### src/rtl/usb1bd_pa_if.sv
// Bus bundle between the protocol engine / memory unit (master) and the packet
// assembler (slave), including the UTMI TX byte stream the assembler drives.
interface usb1bd_pa_if;
  logic       send_token;
  logic [1:0] token_pid_sel;
  logic       send_data;
  logic [1:0] data_pid_sel;
  logic [7:0] tx_data_st;
  logic       tx_data_avail;
  logic       rd_next;
  logic [7:0] tx_data;
  logic       tx_valid;
  logic       tx_ready;
  logic       tx_busy;
  logic       tx_done;

  // Handshake: a TX byte transfers on a clock where tx_valid & tx_ready are both 1;
  // while tx_valid & !tx_ready the byte on tx_data is held unchanged, and rd_next
  // only pulses on the clock that a payload byte transfers.
  modport master (
    output send_token, token_pid_sel, send_data, data_pid_sel,
    output tx_data_st, tx_data_avail, tx_ready,
    input  rd_next, tx_data, tx_valid, tx_busy, tx_done
  );

  modport slave (
    input  send_token, token_pid_sel, send_data, data_pid_sel,
    input  tx_data_st, tx_data_avail, tx_ready,
    output rd_next, tx_data, tx_valid, tx_busy, tx_done
  );
endinterface

### src/rtl/usb1bd_pa.sv
// USB1 packet assembler: emits handshake packets or PID + payload + CRC16 data
// packets onto the UTMI TX byte interface, followed by an inter-packet gap.
module usb1bd_crc16 (
  input  logic [15:0] i_crc,
  input  logic [7:0]  i_din,
  output logic [15:0] o_crc
);
  logic [15:0] w_c;

  // MSB-first CRC16 (poly 8005); i_din[7] is the first bit on the wire.
  always_comb begin
    w_c = i_crc;
    for (int i = 7; i >= 0; i--) begin
      if (w_c[15] ^ i_din[i]) w_c = {w_c[14:0], 1'b0} ^ 16'h8005;
      else                    w_c = {w_c[14:0], 1'b0};
    end
    o_crc = w_c;
  end
endmodule

module usb1bd_pa #(
  parameter int IPG_CYCLES = 2
) (
  input  logic        clk,
  input  logic        rst_n,
  usb1bd_pa_if.slave  bus,
  output logic [2:0]  o_dbg_state
);
  localparam int CW = (IPG_CYCLES > 1) ? $clog2(IPG_CYCLES) : 1;

  typedef enum logic [2:0] {
    S_IDLE = 3'd0,
    S_PID  = 3'd1,
    S_DATA = 3'd2,
    S_CRC1 = 3'd3,
    S_CRC2 = 3'd4,
    S_WAIT = 3'd5
  } state_t;

  state_t        r_state;
  state_t        w_next;
  logic [7:0]    r_pid;
  logic          r_is_data;
  logic [15:0]   r_crc;
  logic [CW-1:0] r_ipg_cnt;

  logic [7:0]    w_din_rev;
  logic [15:0]   w_crc_next;
  logic [15:0]   w_crc_val;
  logic [7:0]    w_tok_pid;
  logic [7:0]    w_dat_pid;
  logic          w_valid;
  logic [7:0]    w_data;
  logic          w_rd_next;
  logic          w_done;

  function automatic logic [7:0] pid_byte(input logic [3:0] p);
    return {~p, p};
  endfunction

  always_comb begin
    unique case (bus.token_pid_sel)
      2'b00:   w_tok_pid = pid_byte(4'h2);
      2'b01:   w_tok_pid = pid_byte(4'hA);
      2'b10:   w_tok_pid = pid_byte(4'hE);
      default: w_tok_pid = pid_byte(4'h6);
    endcase
    unique case (bus.data_pid_sel)
      2'b00:   w_dat_pid = pid_byte(4'h3);
      2'b01:   w_dat_pid = pid_byte(4'hB);
      2'b10:   w_dat_pid = pid_byte(4'h7);
      default: w_dat_pid = pid_byte(4'hF);
    endcase
  end

  // Payload is fed LSB-first into the MSB-first CRC, as the receive path does.
  always_comb begin
    for (int i = 0; i < 8; i++) w_din_rev[i] = bus.tx_data_st[7-i];
    for (int i = 0; i < 16; i++) w_crc_val[i] = ~r_crc[15-i];
  end

  usb1bd_crc16 u_crc16 (
    .i_crc (r_crc),
    .i_din (w_din_rev),
    .o_crc (w_crc_next)
  );

  always_ff @(posedge clk or negedge rst_n) begin
    if (!rst_n) begin
      r_state   <= S_IDLE;
      r_pid     <= 8'h00;
      r_is_data <= 1'b0;
      r_crc     <= 16'hffff;
      r_ipg_cnt <= '0;
    end else begin
      r_state <= w_next;
      if (r_state == S_IDLE) begin
        if (bus.send_token) begin
          r_pid     <= w_tok_pid;
          r_is_data <= 1'b0;
          r_crc     <= 16'hffff;
        end else if (bus.send_data) begin
          r_pid     <= w_dat_pid;
          r_is_data <= 1'b1;
          r_crc     <= 16'hffff;
        end
      end
      if (w_rd_next) r_crc <= w_crc_next;
      if (r_state == S_WAIT) r_ipg_cnt <= r_ipg_cnt + 1'b1;
      else                   r_ipg_cnt <= '0;
    end
  end

  always_comb begin
    w_next    = r_state;
    w_valid   = 1'b0;
    w_data    = 8'h00;
    w_rd_next = 1'b0;
    w_done    = 1'b0;
    unique case (r_state)
      S_IDLE: begin
        if (bus.send_token || bus.send_data) w_next = S_PID;
      end
      S_PID: begin
        w_valid = 1'b1;
        w_data  = r_pid;
        if (bus.tx_ready) begin
          if (r_is_data) begin
            w_next = S_DATA;
          end else begin
            w_done = 1'b1;
            w_next = S_WAIT;
          end
        end
      end
      S_DATA: begin
        if (bus.tx_data_avail) begin
          w_valid   = 1'b1;
          w_data    = bus.tx_data_st;
          w_rd_next = bus.tx_ready;
        end else begin
          w_next = S_CRC1;
        end
      end
      S_CRC1: begin
        w_valid = 1'b1;
        w_data  = w_crc_val[7:0];
        if (bus.tx_ready) w_next = S_CRC2;
      end
      S_CRC2: begin
        w_valid = 1'b1;
        w_data  = w_crc_val[15:8];
        if (bus.tx_ready) begin
          w_done = 1'b1;
          w_next = S_WAIT;
        end
      end
      S_WAIT: begin
        if (r_ipg_cnt == CW'(IPG_CYCLES - 1)) w_next = S_IDLE;
      end
      default: w_next = S_IDLE;
    endcase
  end

  assign bus.tx_valid = w_valid;
  assign bus.tx_data  = w_data;
  assign bus.rd_next  = w_rd_next;
  assign bus.tx_done  = w_done;
  assign bus.tx_busy  = (r_state != S_IDLE);
  assign o_dbg_state  = r_state;
endmodule

### src/flat_wrapper.sv
// flat-port wrapper written by rule: the top's interface ports become plain ports
module usb1bd_pa_flat 
#(
  parameter int IPG_CYCLES = 2
)
  (clk, rst_n, o_dbg_state, bus_send_token, bus_token_pid_sel, bus_send_data, bus_data_pid_sel, bus_tx_data_st, bus_tx_data_avail, bus_tx_ready, bus_rd_next, bus_tx_data, bus_tx_valid, bus_tx_busy, bus_tx_done);
  usb1bd_pa_if bus_i ();
  input  logic clk;
  input  logic rst_n;
  output logic [2:0] o_dbg_state;
  input wire logic [$bits(bus_i.send_token)-1:0] bus_send_token;
  input wire logic [$bits(bus_i.token_pid_sel)-1:0] bus_token_pid_sel;
  input wire logic [$bits(bus_i.send_data)-1:0] bus_send_data;
  input wire logic [$bits(bus_i.data_pid_sel)-1:0] bus_data_pid_sel;
  input wire logic [$bits(bus_i.tx_data_st)-1:0] bus_tx_data_st;
  input wire logic [$bits(bus_i.tx_data_avail)-1:0] bus_tx_data_avail;
  input wire logic [$bits(bus_i.tx_ready)-1:0] bus_tx_ready;
  output wire logic [$bits(bus_i.rd_next)-1:0] bus_rd_next;
  output wire logic [$bits(bus_i.tx_data)-1:0] bus_tx_data;
  output wire logic [$bits(bus_i.tx_valid)-1:0] bus_tx_valid;
  output wire logic [$bits(bus_i.tx_busy)-1:0] bus_tx_busy;
  output wire logic [$bits(bus_i.tx_done)-1:0] bus_tx_done;
  assign bus_i.send_token = bus_send_token;
  assign bus_i.token_pid_sel = bus_token_pid_sel;
  assign bus_i.send_data = bus_send_data;
  assign bus_i.data_pid_sel = bus_data_pid_sel;
  assign bus_i.tx_data_st = bus_tx_data_st;
  assign bus_i.tx_data_avail = bus_tx_data_avail;
  assign bus_i.tx_ready = bus_tx_ready;
  assign bus_rd_next = bus_i.rd_next;
  assign bus_tx_data = bus_i.tx_data;
  assign bus_tx_valid = bus_i.tx_valid;
  assign bus_tx_busy = bus_i.tx_busy;
  assign bus_tx_done = bus_i.tx_done;
  usb1bd_pa #(.IPG_CYCLES(IPG_CYCLES)) u_core (.clk(clk), .rst_n(rst_n), .bus(bus_i), .o_dbg_state(o_dbg_state));
endmodule
### config.mk
export PLATFORM = sky130hd
export DESIGN_NAME = usb1bd_pa_flat
export DESIGN_NICKNAME = d
export VERILOG_FILES = /design/src/rtl/usb1bd_pa_if.sv /design/src/rtl/usb1bd_pa.sv /design/src/flat_wrapper.sv
export SDC_FILE = /design/constraint.sdc
export NUM_CORES = 1
export LEC_CHECK = 0
export CORE_UTILIZATION = 50
export DETAILED_ROUTE_END_ITERATION = 16
export DONT_BUFFER_PORTS = 1
export PLACE_DENSITY = 0.66
export SYNTH_ARGS = -nofsm -noshare
export SYNTH_HDL_FRONTEND = slang
export SYNTH_SLANG_ARGS = --single-unit
### constraint.sdc
create_clock -name clk -period 2 [get_ports clk]
set_clock_uncertainty 0.15 [all_clocks]
set_input_delay 0 -clock clk [delete_from_list [all_inputs] [get_ports clk]]
set_output_delay 0 -clock clk [all_outputs]
set_load 0.02 [all_outputs]
==> results of run 1 <==
## power by group
part | switching (uW) | internal [uW]
clock | 156 | 78.1
sequential | 173 | 791
combinational | 1040 | 935
total | 1370 | 1800
## layer usage
layer / part of all wire / routed length (microns) / vias up / track usage
met5: 0 / 0 / - / 0
met4: 0.011 / 53 / 0 / 0.0997
met3: 0.060 / 278 / 8 / 0.0426
met2: 0.50 / 2300 / 71 / 0.421
met1: 0.43 / 2000 / 793 / 0.363
li1: - / - / 743 / -
## layout by cell type, fill, tap and decap left out, types with 2 or more instances in the layout
master	synthesis	routed
o21ai_0	3	3
inv_1	14	13
o22a_1	4	4
xnor2_2	0	3
xnor2_1	18	13
dfrtp_1	11	11
nand3_1	3	3
buf_4	1	29
mux2_2	2	2
o32ai_1	3	3
o22ai_1	13	13
a21oi_1	28	28
clkbuf_4	0	3
dlygate4sd3_1	0	21
ha_1	4	4
nor2_1	24	24
mux2i_1	5	5
nand2b_1	5	3
nand2_1	7	7
nor3_1	3	3
dfstp_2	16	16
buf_6	0	2
xnor2_4	0	2
## registers in the layout, summed over array words and instances, names as in the netlist
register and count:
u_core.r_ipg_cnt 1, u_core.o_dbg_state 3, u_core.r_pid 7, u_core.r_crc 16
## layout make-up
class	instances	area, sq um	area share
Timing Repair Buffer	53	470	0.206
Clock buffer	4	26.3	0.0115
Multi-Input combinational cell	136	980	0.429
Inverter	14	55.1	0.0241
Sequential cell	27	696	0.305
Tap cell	44	55.1	0.0241
## worst max path at each step
stage                     cells after the start        startpoint  slack (ps)               end
after floorplan                               5  u_core.r_crc[14]          60  u_core.r_crc[15]
after global placement                        5  u_core.r_crc[15]          80  u_core.r_crc[15]
after detailed placement                      5  u_core.r_crc[14]         -10  u_core.r_crc[15]
after CTS                                     5  u_core.r_crc[13]           2  u_core.r_crc[15]
after global routing                          5  u_core.r_crc[12]         -40  u_core.r_crc[15]
final                                         5  u_core.r_crc[11]           6  u_core.r_crc[15]
## critical path, stage by stage, from the launching register on
cell,delay (ps)
dfstp_2,610
xnor2_4,140
xnor2_2,150
xnor3_2,500
xor3_1,200
o21a_1,180
## synthesized netlist by cell type, types with 2 or more instances
library cell   n
buf_2          3
o22a_1         4
nand3_1        3
dfrtp_1       11
nor3_1         3
nand2_1        7
nand2b_1       5
nor2_1        24
clkbuf_1       6
mux2_2         2
xnor2_1       18
dfstp_2       16
o22ai_1       13
inv_1         14
o21ai_0        3
o32ai_1        3
ha_1           4
a21oi_1       28
mux2i_1        5
## logic make-up (layout without fill, tap and decap cells)
logic type	Yosys count	count (layout)	synth area share
buffers and inverters	25	71	0.0595
flip-flops	27	27	0.409
XOR/XNOR	21	21	0.130
AND/OR/NAND/NOR	47	47	0.125
AO/OA/AOI/OAI	57	57	0.205
multiplexers	7	7	0.0426
adder cells (fa/ha/maj)	4	4	0.0294
## per-stage QoR
| stage | cell area (sq um) | cells | worst slack, ps | util | power [uW] |
|---|---|---|---|---|---|
| floorplan | 1700 | 188 | 55.6 | - | 2200 |
| global placement | 1890 | 245 | 75.8 | 0.599 | 2680 |
| detailed placement | 1890 | 245 | -10.1 | 0.599 | 2720 |
| CTS | 2180 | 271 | 1.76 | 0.690 | 3060 |
| global route | 2280 | 278 | -37.0 | 0.724 | 3380 |
| finish | 2280 | 278 | 5.66 | 0.724 | 3170 |
## repair_timing
action	in CTS	in global routing
setup endpoints to repair	5	9
gates cloned	0	0
endpoints found under the hold margin	46	1
buffers inserted	1	6
pin swaps	3	5
hold buffers	21	1
gates resized for setup	6	8
==> impl_metrics.csv, run 1 <==
group,metric,value,unit
setup_path,startpoint_to_endpoint_class_of_the_critical_path,"reg -> reg",
floorplan,design.portCount,33,
synth,postSynthRegisterBits,27,
synth,synth_area_leaders,"dfstp_2 25%, dfrtp_1 16%, xnor2_1 9.3%",
run,cap_viol_max_count,0,
timing,setup_viol,0,
cts,tritoncts_buffer_count,3,
synth,synth_cell_types,35,
floorplan,core,0.00315,sq mm
pwr,max-vdd-ir-drop,0.706,mV
timing,rsz_0062_raised_after_global_routing,"yes",
cts,cts-root-to-sink-buffers,2,
place,detailed_place_hpwl,2980,microns
synth,synth-seq-area-share,0.409,
timing,hold_slack,-11.8,ps
grt,first_global_vias,1534,
route,drt_iter0_markers,124,
synth,async_reset_ff_frac,1.00,
cts,numClockSinks,27,
cts,root_buffer,"clkbuf_4",
timing,final-max-slew-violation-count,0,
cts,tritoncts,"yes",
timing,fin_crit,1990,ps
synth,yosys.area.top_type_share,0.247,
hold_path,worstHoldPathType,"in -> reg",
synth,number_of_nets_produced_by_synthesis,210,
route,antenna_left,0,
timing,final_min_period_over_clock_period,0.997,
pwr,p_leak,0.000996,uW
route,wirelength_routed,4630,microns
setup_path,cp_arrival,2110,ps
setup_path,ff2ff_setup_slack,6,ps
grt,pin_count_of_the_biggest_net_entering_global_routing,18,
cts,cts.clk_slew.worst_paths,140,ps
place,buffer_ports.inserted,0,
cells_and_area,antenna-diode-count,0,
run_status,violations_in_the_final_reports,"negative hold slack",
synth,ys.flop_type,"dfstp_2",
floorplan,die_h,60.4,microns
setup_path,rr_endpoint,"u_core.r_crc[15]",
place,place_congestion,0.841,
setup_path,critPathMaxFanout,3,
hold_path,min_path_cells,4,
hold_path,timing.hold.worst_endpoint,"u_core.r_crc[1]",
synth,synth-warning-count,0,
cells_and_area,filler_cell_count,246,
route,avgRoutedWirePerCell,16.7,microns
setup_path,timing.rr.start,"u_core.r_crc[11]",
route,vias_per_cell,5.81,
cts,worstSkewPairLatency,320,ps
setup_path,worstPathRequired,2120,ps
setup_path,worst_r2r_path_depth,5,
grt,antenna_violations_before_repair,0,
timing,finalHoldViolCount,6,
cells_and_area,nNetsFinal,257,
cells_and_area,layout-area-overhead-vs-synth,34.0,%
timing,worst_margin_pin_slew,512,ps
floorplan,die_w,60.4,microns
synth,synth_edf_count,0,
timing,timing.max_slew.rel_slack,0.657,
route,drc_errors,0,
synth,syn-mean-instance-area,9.06,sq um
synth,yosysTopAreaCell,"dfstp_2",
timing,finalSetupTns,0,ps
grt,grt_first_pass_wirelength,7040,microns
timing,fmaxAchievable,501,MHz
floorplan,placement_rows,20,
run_status,result_of_the_run,"finished with violations",
floorplan,design.die.area,0.00364,sq mm
setup_path,worst_setup_path_end_kind,"flip-flop",
cells_and_area,share_of_post_route_cells_with_drive_strength_above_1,0.282,
setup_path,timing.critical_path.from_type,"flip-flop",
pwr,pwr_density_cell,1390,mW/mm^2
route,via_count,1615,
hold_path,min-delay-start,"bus_tx_data_avail",
route,firstDrtPassIters,4,
grt,grt.overflow.total,0,
synth,postSynthCellCount,188,
floorplan,start_util,0.540,
grt,gr-usage-all-layers,0.264,
cts,clock_tree.htree_level_count,1,
synth,syn_area,0.00170,sq mm
Power figures use the tool's default switching activity.
==> run 2: changes to the inputs <==
- GPL_TIMING_DRIVEN: unset -> 0
- MAX_ROUTING_LAYER: unset -> met4
==> impl_metrics.csv, run 2 (synthesized netlist as in run 1, its figures left out) <==
group,metric,value,unit
setup_path,cp_arrival,2140,ps
route,via_count,1532,
route,dr.max_layer_used,"met4",
place,buffer_ports.inserted,0,
timing,setup_viol,1,
timing,worst_margin_pin_slew,508,ps
floorplan,die_h,60.4,microns
timing,fmaxAchievable,498,MHz
route,drc_errors,0,
pwr,p_leak,0.000952,uW
floorplan,core,0.00315,sq mm
timing,finalHoldViolCount,0,
run,cap_viol_max_count,0,
timing,final_min_period_over_clock_period,1.00,
floorplan,start_util,0.540,
cts,numClockSinks,27,
setup_path,startpoint_to_endpoint_class_of_the_critical_path,"reg -> reg",
route,antenna_left,0,
setup_path,timing.critical_path.from_type,"flip-flop",
route,dr_wl_met2,2220,microns
floorplan,design.portCount,33,
run_status,result_of_the_run,"finished with violations",
grt,gr-usage-all-layers,0.272,
cts,clock_tree.htree_level_count,1,
place,placed_cells_incl_taps,232,
grt,pin_count_of_the_biggest_net_entering_global_routing,18,
floorplan,die_w,60.4,microns
cts,worstSkewPairLatency,320,ps
timing,timing.max_slew.rel_slack,0.661,
grt,grt_first_pass_wirelength,6960,microns
route,drt_iter0_markers,138,
cells_and_area,stdcell_count,269,
timing,rsz_0062_raised_after_global_routing,"yes",
cells_and_area,antenna-diode-count,0,
pwr,pwr_density_cell,1360,mW/mm^2
grt,first_global_vias,1506,
grt,antenna_violations_before_repair,0,
timing,finalSetupTns,-8.21,ps
timing,fin_ws,-8.21,ps
place,place_congestion,0.920,
floorplan,design.die.area,0.00364,sq mm
cells_and_area,largest_reg_flops,16,
timing,final-max-slew-violation-count,0,
setup_path,worst_setup_path_end_kind,"flip-flop",
place,placedInstanceArea,0.00176,sq mm
cells_and_area,largest_register,"u_core.r_crc",
pwr,max-vdd-ir-drop,0.633,mV
setup_path,worstPathRequired,2130,ps
route,wirelength_routed,4580,microns
setup_path,critPathMaxFanout,3,
cells_and_area,post-route-cell-area,0.00226,sq mm
route,vias_per_cell,5.70,
place,detailed_place_hpwl,2960,microns
floorplan,placement_rows,20,
cts,tritoncts_buffer_count,3,
cts,cts-root-to-sink-buffers,2,
place,detailedPlace.worstSlack,-258,ps
cts,tritoncts,"yes",
route,wire_length_on_met3,311,microns
grt,grt.overflow.total,0,
cts,cts.clk_slew.worst_paths,140,ps
timing,fin_crit,2010,ps
cells_and_area,share_of_post_route_cells_with_drive_strength_above_1,0.311,
route,firstDrtPassIters,4,
cells_and_area,layout-area-overhead-vs-synth,32.8,%
hold_path,worstHoldPathType,"in -> async",
route,avgRoutedWirePerCell,17.0,microns
route,drt-met1-wl,1980,microns
cells_and_area,final_common_cell,"a21oi_1",
run_status,violations_in_the_final_reports,"negative setup slack",
cells_and_area,nNetsFinal,248,
pwr,finalPower,3080,uW
cells_and_area,mostFrequentLayoutCells,"26 x a21oi_1, 23 x dlygate4sd3_1, 22 x nor2_1",
cts,root_buffer,"clkbuf_4",
run 2: cell type report:
type / count / area, sq um
buffer: 9 / 65.1
tap: 44 / 55.1
fill: 253 / 891
clock buffer: 4 / 26.3
timing repair buffer: 35 / 330
sequential: 27 / 699
inverter: 14 / 55.1
multi-input combinational: 136 / 1030
run 2: report_power, final:
part           leakage (uW)  total, uW  internal (uW)  switching, uW
combinational      0.000642       1840            810           1030
clock             0.0000150        233           78.1            155
sequential         0.000295       1010            797            213
total              0.000952       3080           1680           1400
run 2: worst paths after layout:
kind	start	to	slack (ps)	depth (start not counted)
max in group asynchronous	rst_n	u_core.o_dbg_state[0]	620	3
min in group clk	bus_tx_data_avail	bus_tx_valid	120	2
worst max-delay path	u_core.r_crc[11]	u_core.r_crc[15]	-8	5
worst max register to register	u_core.r_crc[11]	u_core.r_crc[15]	-8	5
worst min register to register	u_core.r_ipg_cnt	u_core.r_ipg_cnt	330	1
worst min-delay path	rst_n	u_core.r_crc[9]	120	2
run 2: per-stage QoR:
| step | utilization | hold slack, ps |
|---|---|---|
| global route | 0.717 | 115 |
| floorplan | - | -446 |
| global placement | 0.558 | -445 |
| CTS | 0.688 | 0.631 |
| finish | 0.717 | 118 |
| detailed placement | 0.558 | -445 |
run 2: worst max-delay path, cell delays in order, from the launching register on:
cell and delay, ps:
dfstp_2 580, xnor2_2 80, xnor2_1 250, xnor3_2 530, xor3_1 200, o21a_1 170
run 2: layer usage:
metal,vias to the layer above,GRT usage
li1,734,-
met1,727,0.361
met2,63,0.440
met3,8,0.0256
met4,0,0.0797
met5,-,-
run 2: repair_timing:
item                                    4_1_cts  5_1_grt
pin swaps                                     4        7
hold buffers                                 23        1
gates cloned                                  1        0
endpoints found under the setup margin       27       21
gates resized for setup                      35        9
hold endpoints to repair                     53        1
buffers inserted                              2        8
